==> src/rtl/param_sync_ram_if.sv <==
// param_sync_ram_if: request/response bus between the CPU/ALU datapath and the RAM.
// parity_err exists only when PARAM_SYNC_RAM_PARITY_EN is defined.
interface param_sync_ram_if #(
  parameter int DATA_W = 8,
  parameter int ADDR_W = 8
);
  logic              cs;
  logic              wr;
  logic [ADDR_W-1:0] address;
  logic [DATA_W-1:0] data;
  logic [DATA_W-1:0] o;
  logic              o_valid;
  logic              busy;
  logic              addr_err;
`ifdef PARAM_SYNC_RAM_PARITY_EN
  logic              parity_err;

  modport master (
    output cs, wr, address, data,
    input  o, o_valid, busy, addr_err, parity_err
  );
  modport slave (
    input  cs, wr, address, data,
    output o, o_valid, busy, addr_err, parity_err
  );
`else
  modport master (
    output cs, wr, address, data,
    input  o, o_valid, busy, addr_err
  );
  modport slave (
    input  cs, wr, address, data,
    output o, o_valid, busy, addr_err
  );
`endif
endinterface

==> src/rtl/param_sync_ram.sv <==
// param_sync_ram: single-port RAM, registered read, post-reset fill sweep.
// Define PARAM_SYNC_RAM_PARITY_EN to store and check an even-parity bit per word.
module param_sync_ram #(
  parameter int DATA_W = 8,
  parameter int ADDR_W = 8,
  parameter int DEPTH = 256,
  parameter logic [DATA_W-1:0] FILL_VALUE = '0
) (
  input logic             clock,
  input logic             reset,
  param_sync_ram_if.slave bus
);

`ifdef PARAM_SYNC_RAM_PARITY_EN
  localparam int MEM_W = DATA_W + 1;
`else
  localparam int MEM_W = DATA_W;
`endif

  localparam logic [0:0] CLEAR = 1'b0;
  localparam logic [0:0] IDLE  = 1'b1;
  localparam logic [ADDR_W:0] LAST = (ADDR_W+1)'(DEPTH - 1);
  localparam logic [ADDR_W:0] LIMIT = (ADDR_W+1)'(DEPTH);

  logic [MEM_W-1:0] ram_data [0:DEPTH-1];

  logic [0:0]        state_q, state_d;
  logic [ADDR_W:0]   clr_addr_q, clr_addr_d;
  logic              busy_q, busy_d;
  logic [DATA_W-1:0] o_q, o_d;
  logic              o_valid_q, o_valid_d;
  logic              addr_err_q, addr_err_d;
  logic              parity_err_q, parity_err_d;

  logic              we;
  logic [ADDR_W-1:0] waddr;
  logic [MEM_W-1:0]  wword;
  logic [MEM_W-1:0]  rword;
  logic              in_range;

  function automatic logic [MEM_W-1:0] pack(input logic [DATA_W-1:0] d);
`ifdef PARAM_SYNC_RAM_PARITY_EN
    return {^d, d};
`else
    return d;
`endif
  endfunction

  assign in_range = {1'b0, bus.address} < LIMIT;
  assign rword = in_range ? ram_data[bus.address] : '0;

  always_comb begin
    state_d      = state_q;
    clr_addr_d   = clr_addr_q;
    busy_d       = busy_q;
    o_d          = o_q;
    o_valid_d    = 1'b0;
    addr_err_d   = 1'b0;
    parity_err_d = 1'b0;
    we           = 1'b0;
    waddr        = bus.address;
    wword        = pack(bus.data);
    unique case (state_q)
      CLEAR: begin
        we         = 1'b1;
        waddr      = clr_addr_q[ADDR_W-1:0];
        wword      = pack(FILL_VALUE);
        clr_addr_d = clr_addr_q + 1'b1;
        if (clr_addr_q == LAST) begin
          state_d = IDLE;
          busy_d  = 1'b0;
        end
      end
      IDLE: begin
        if (!bus.cs) begin
          addr_err_d = !in_range;
          if (bus.wr) begin
            we = in_range;
          end else begin
            o_valid_d = 1'b1;
            o_d = in_range ? rword[DATA_W-1:0] : FILL_VALUE;
`ifdef PARAM_SYNC_RAM_PARITY_EN
            parity_err_d = in_range &&
              (rword[DATA_W] != ^rword[DATA_W-1:0]);
`endif
          end
        end
      end
      default: ;
    endcase
  end

  always_ff @(posedge clock) begin
    if (!reset) begin
      state_q      <= CLEAR;
      clr_addr_q   <= '0;
      busy_q       <= 1'b1;
      o_q          <= '0;
      o_valid_q    <= 1'b0;
      addr_err_q   <= 1'b0;
      parity_err_q <= 1'b0;
    end else begin
      state_q      <= state_d;
      clr_addr_q   <= clr_addr_d;
      busy_q       <= busy_d;
      o_q          <= o_d;
      o_valid_q    <= o_valid_d;
      addr_err_q   <= addr_err_d;
      parity_err_q <= parity_err_d;
    end
  end

  // Storage has no reset; the sweep defines its contents.
  always_ff @(posedge clock) begin
    if (reset && we) begin
      ram_data[waddr] <= wword;
    end
  end

  assign bus.o        = o_q;
  assign bus.o_valid  = o_valid_q;
  assign bus.busy     = busy_q;
  assign bus.addr_err = addr_err_q;
`ifdef PARAM_SYNC_RAM_PARITY_EN
  assign bus.parity_err = parity_err_q;
`endif

endmodule
==> src/flat_wrapper.sv <==
// flat-port wrapper written by rule: the top's interface ports become plain ports
module param_sync_ram_flat 
#(
  parameter int DATA_W = 8,
  parameter int ADDR_W = 8,
  parameter int DEPTH = 256,
  parameter logic [DATA_W-1:0] FILL_VALUE = '0
)
  (clock, reset, bus_cs, bus_wr, bus_address, bus_data, bus_o, bus_o_valid, bus_busy, bus_addr_err);
  param_sync_ram_if #(.DATA_W(DATA_W), .ADDR_W(ADDR_W)) bus_i ();
  input logic clock;
  input logic reset;
  input wire logic [$bits(bus_i.cs)-1:0] bus_cs;
  input wire logic [$bits(bus_i.wr)-1:0] bus_wr;
  input wire logic [$bits(bus_i.address)-1:0] bus_address;
  input wire logic [$bits(bus_i.data)-1:0] bus_data;
  output wire logic [$bits(bus_i.o)-1:0] bus_o;
  output wire logic [$bits(bus_i.o_valid)-1:0] bus_o_valid;
  output wire logic [$bits(bus_i.busy)-1:0] bus_busy;
  output wire logic [$bits(bus_i.addr_err)-1:0] bus_addr_err;
  assign bus_i.cs = bus_cs;
  assign bus_i.wr = bus_wr;
  assign bus_i.address = bus_address;
  assign bus_i.data = bus_data;
  assign bus_o = bus_i.o;
  assign bus_o_valid = bus_i.o_valid;
  assign bus_busy = bus_i.busy;
  assign bus_addr_err = bus_i.addr_err;
  param_sync_ram #(.DATA_W(DATA_W), .ADDR_W(ADDR_W), .DEPTH(DEPTH), .FILL_VALUE(FILL_VALUE)) u_core (.clock(clock), .reset(reset), .bus(bus_i));
endmodule
==> config.mk <==
export PLATFORM = sky130hd
export DESIGN_NAME = param_sync_ram_flat
export DESIGN_NICKNAME = d
export VERILOG_FILES = /design/src/rtl/param_sync_ram_if.sv /design/src/rtl/param_sync_ram.sv /design/src/flat_wrapper.sv
export SDC_FILE = /design/constraint.sdc
export NUM_CORES = 2
export LEC_CHECK = 0
export BUFFER_PORTS_ARGS = -buffer_cell sky130_fd_sc_hd__buf_2
export CAP_MARGIN = 0
export CORE_MARGIN = 4
export CORE_UTILIZATION = 40
export DETAILED_ROUTE_END_ITERATION = 10
export PLACE_DENSITY = 0.63
export RECOVER_POWER = 50
export SLEW_MARGIN = 20
export SYNTH_ARGS = -nofsm -noshare
export SYNTH_HDL_FRONTEND = slang
export SYNTH_SLANG_ARGS = --single-unit
==> constraint.sdc <==
create_clock -name clock -period 5.3 [get_ports clock]
set_input_delay 0.53 -clock clock [delete_from_list [all_inputs] [get_ports clock]]
set_output_delay 0.53 -clock clock [all_outputs]
set_load 0.005 [all_outputs]
# Word level (Yosys, flattened, before mapping)
# Memory sizes are Yosys's and may differ from the RTL's. A register that Yosys moved wholly into a read port is not among the register bits.
# Index checks and enable logic that the tools add are counted.
[op_classes]
n_addsub = 1
multipliers = 0
div = 0
order_cmp = 0
eq_ne = 1
n_shift = 0
muxes = 10
bitwise_logic = 4
reduce_logical = 5
[ops]
columns = ["op", "n"]
rows = [
  ["$mux W8", 2],
  ["$add A9 B1 Y9 const B", 1],
  ["$eq A9 B8 Y1 const B", 1],
  ["$mux W1", 7],
  ["$not A1 Y1", 4],
  ["$reduce_and A3 Y1", 1],
  ["$reduce_or A3 Y1", 1],
  ["$pmux W1 S2", 1],
  ["$reduce_and A2 Y1", 1],
  ["$logic_and A1 B1 Y1", 1],
  ["$logic_not A1 Y1", 1],
]
[totals]
register_bits = 12
latchBits = 0
mem_bits_rw = 2048
romBits = 0
output_inout_bits = 11
memories = 1
[memory_table]
columns = ["memory", "depth", "width", "read_ports", "rd_clocked_by_memory_dff", "wr", "line", "rtl"]
rows = [
  ["u_core.ram_data", 256, 8, 1, 1, 1, "param_sync_ram.sv:25", "logic [MEM_W-1:0] ram_data [0:DEPTH-1];"],
]

# Logic depth before layout (Yosys ltp)
[logic_depth]
word_depth = 6
depth_mapped = 12
mapped_depth_nobuf = 7

# Worst setup path after synthesis
# OpenSTA, ideal clock, no wires.
[synth_path]
kind = "register to register"
startpoint = "reg u_core.state_q"
endpoint = "mem u_core.ram_data[0][0] in the netlist's numbering, data pin"
setup_ns = 0.867
arrival_time_ns = 4.132
required_time_ns = 4.433
setup_slack_ns = 0.302
path_stages_with_launch = 5
n_path_buf = 3
cell_sequence = "dfxtp_1 buf_4 buf_6 clkbuf_1 and2_1"
[synth_between]
elab_chain_len = 1
[synth_rtl]
columns = ["item", "line", "rtl"]
rows = [
  ["start: declaration", "param_sync_ram.sv:27", "logic [0:0] state_q, state_d;"],
  ["start signal: assignment", "param_sync_ram.sv:103", "state_q <= state_d;"],
  ["$mux W8", "param_sync_ram.sv:63", "unique case (state_q)"],
  ["via u_core.wword[0]", "param_sync_ram.sv:37", "logic [MEM_W-1:0] wword;"],
  ["end: declaration", "param_sync_ram.sv:25", ""],
]
# The timed path passes the listed nets, and every way through them passes these cells.

# Worst setup path in the final report
[layout_path]
startpoint = "reg u_core.state_q"
endpoint = "mem u_core.ram_data[56][4] in the netlist's numbering, enable pin"
[layout_between]
elab_chain_len = 5
word_cells_on_any_way = 6
[layout_rtl]
columns = ["item", "line", "rtl"]
rows = [
  ["$not A1 Y1 (no line)", "-", ""],
  ["$pmux W1 S2", "param_sync_ram.sv:63", ""],
  ["$logic_and A1 B1 Y1", "param_sync_ram.sv:115", "if (reset && we) begin"],
  ["$mux W1", "param_sync_ram.sv:115", ""],
  ["$mux W1 (not written as such)", "param_sync_ram.sv:116", "ram_data[waddr] <= wword;"],
]
# Parallel ways exist; a longest one is shown, timed or not.

==> results.yml <==
clocking:
  tritoncts: "done"
  clockRootBuffer: "clkbuf_16"
  cts_resized: 0
  numCtsBuffers: 196
  htreeDepth: 4
  clk_path_buf_depth: 3
  path_clk_slew_ns: 0.06
  hold_buffers: 0
  post_cts_buffers: 0
  clk-insertion-delay-late_ns: 0.85
  cts.sinks: 2068
floorplanning:
  die_area_sq_um: 209000
  die_y_microns: 458
  initial_core_util_pct: 40.3
  rows: 164
  die_w_microns: 458
  io_pins: 31
  fp.coreArea_sq_um: 200000
finish:
  layout-drive-gt1-share_pct: 22.5
  fin_nets: 4057
  areaGrowthSynthToFinish_pct: 12.1
  fin_area_sq_um: 90700
  post-route-util_pct: 45.2
  final_cells: 6857
  num-fill-cells: 16668
placement:
  port-buffer-count: 29
  hpwl_mm: 130
  place.gp.congestion: 0.896
  dp_cells: 6493
  placed_cell_area_sq_um: 84500
synth:
  ys_top_cells_by_count: "edfxtp_1, mux4_2, nor2_1, mux2i_1, nand2_1"
  syn_nets: 3879
  postSynthAreaPerCell_sq_um: 21.0
  yosysUniqueCellTypes: 65
  synth_area_leaders: "edfxtp_1, mux4_2, mux2i_1"
  synthFlopType: "edfxtp_1"
  synth_edf_count: 2048
  yosysTopAreaCellShare_pct: 76.1
  netlist_instances: 3857
  synth_seq_area_share_pct: 76.6
  yosysTopAreaCell: "edfxtp_1"
  ys_seq_elements: 2068
  yosysMostFrequentCell: "edfxtp_1"
  yosys_warnings: 0
  async_reset_ff_share_pct: 0
  synth_area_sq_um: 80800
worst_setup_path:
  required_ns: 5.74
  cp.arrival_ns: 4.80
  worstSetupPathDepth: 6
  critical_path_buf_inv_count: 3
  cp_common_cell: "clkbuf_1"
  crit_chain: "clkbuf_1 > a21boi_0 > buf_4 > nand3_1 > clkbuf_1 > nor2_1"
  cp_max_fo: 39
  critPathCaptureType: "flop"
  crit_slowest_cell: "dfxtp_1"
  start_kind: "flop"
  critPathKind: "flop to flop"
  critPathMaxStageDelay_ns: 1.29
  r2r_cells: 6
  crit_family: "buffers and inverters"
power:
  vdd_drop_max_mv: 0.300
  p_comb_share_pct: 3.2
  internal_power_uw: 25700
  p_per_area_nw_per_um2: 358
  switching_share_pct: 20.7
  power.share.clock_pct: 42.2
  power.total_uw: 32500
  p_switching_uw: 6720
  p_leak_uw: 0.0247
  p_seq_share_pct: 54.5
status:
  outcome: "finished, violations left"
  violations: "max-capacitance violations, max-slew violations"
global_route:
  grt_max_degree: 145
  gr-usage-all-layers_pct: 19.8
  grt-ovfl-total: 0
  antenna_found_initial: 4
  grt_pass1_wl_mm: 300
  grt_pass1_vias: 40265
sta:
  fin_crit_ns: 4.36
  setup_violations: 0
  period_share_pct: 82.3
  slew_viol_final: 351
  tns_ns: 0
  slew_headroom_pct: -43.2
  tightest_slew_ns: 2.15
  max_freq_mhz: 229
  rsz0062_at_grt: "false"
  hold_viol_final: 0
  skew_ns: 0.0519
hold_path:
  hold_class: "primary input to flop"
  min_path_cells: 2
route:
  via_count: 40106
  first_pass_iters: 6
  wl_mm: 209
  route.detailed.drc: 0
  ant_nets: 0
  vias_per_cell: 5.85
  drt_iter0_markers: 5078
  wl_per_cell_microns: 30.4
flow_run:
  maxCapViolCount: 6
## cell usage in the layout, fill, tap and decap left out, types with 10 or more instances in the layout
cell       count
o22ai_1       48
a21oi_1       42
and2_1        12
bufinv_16     16
nand2b_1      10
clkinv_2      34
buf_2         16
nand2_1      145
o21ai_0       16
buf_4        135
buf_12        21
nor3_1        13
nor2_1       278
clkbuf_1      79
a221oi_1      17
a32oi_1       21
clkbuf_16    198
clkinv_1      49
dfxtp_1       20
o221ai_1      43
mux2i_1      207
mux4_2       464
nand3_1       39
a22oi_1       45
edfxtp_1    2048
## per-layer routing
layer  wire length (microns)  GRT usage [%]  vias up
met5                       0              0        -
met4                    9030           8.11        0
met3                   18000           4.12      406
met2                   98900           30.9     1851
met1                   82900           27.3    21419
li1                        -              -    16430
## cells by family (layout without fill, tap and decap cells)
group	count (synthesis)	in the layout	share of synthesized area, %
flops	2068	2068	76.6
mux	686	686	15.8
simple gates	549	549	2.84
compound gates	305	305	2.77
buf+inv	240	583	1.91
xor+xnor	6	6	0.0650
fa+ha+maj	2	2	0.0309
other cells	1	2	0.00464
## state kept, by name (all words and copies together), names as in the netlist
name                count
u_core.clr_addr_q       9
u_core.state_q          1
u_core.bus.o_valid      1
u_core.ram_data      2048
u_core.bus.busy         1
u_core.bus.o            8
## path summary, 6_finish.rpt
check / slack [ns] / start / end
setup / recovery: 0.94 / u_core.state_q / u_core.ram_data[56][4]
hold / removal: 0.07 / reset / u_core.bus.busy
setup reg to reg: 0.94 / u_core.state_q / u_core.ram_data[56][4]
hold reg to reg: 0.49 / u_core.bus.busy / u_core.bus.busy
## per-stage QoR
stage | hold slack (ns) | worst slack, ns
floorplan | 0.455 | 0.302
global placement | 0.449 | 0.468
detailed placement | 0.464 | 0.528
CTS | 0.00198 | 1.43
global route | 0.0249 | 0.714
finish | 0.0722 | 0.940
## layout make-up
class | instances | area, sq um | area share [%]
inverters | 10 | 45.0 | 0.0497
flip-flops and latches | 2068 | 61900 | 68.3
repair buffers | 210 | 1700 | 1.87
well taps | 2656 | 3320 | 3.67
clock inverters | 117 | 1100 | 1.21
multi-input cells | 1549 | 17500 | 19.3
diodes | 1 | 2.50 | 0.00276
clock buffers | 246 | 5130 | 5.66
## power groups by stage
stage                     clock [uW]  combinational (uW)  sequential (uW)
final                          13700                1050            17700
after global routing           14600                1090            17700
after CTS                      13900                1050            17700
after detailed placement           0                1040            18100
after global placement             0                1040            18100
after floorplan                    0                 690            18100
Power figures use the tool's default switching activity.
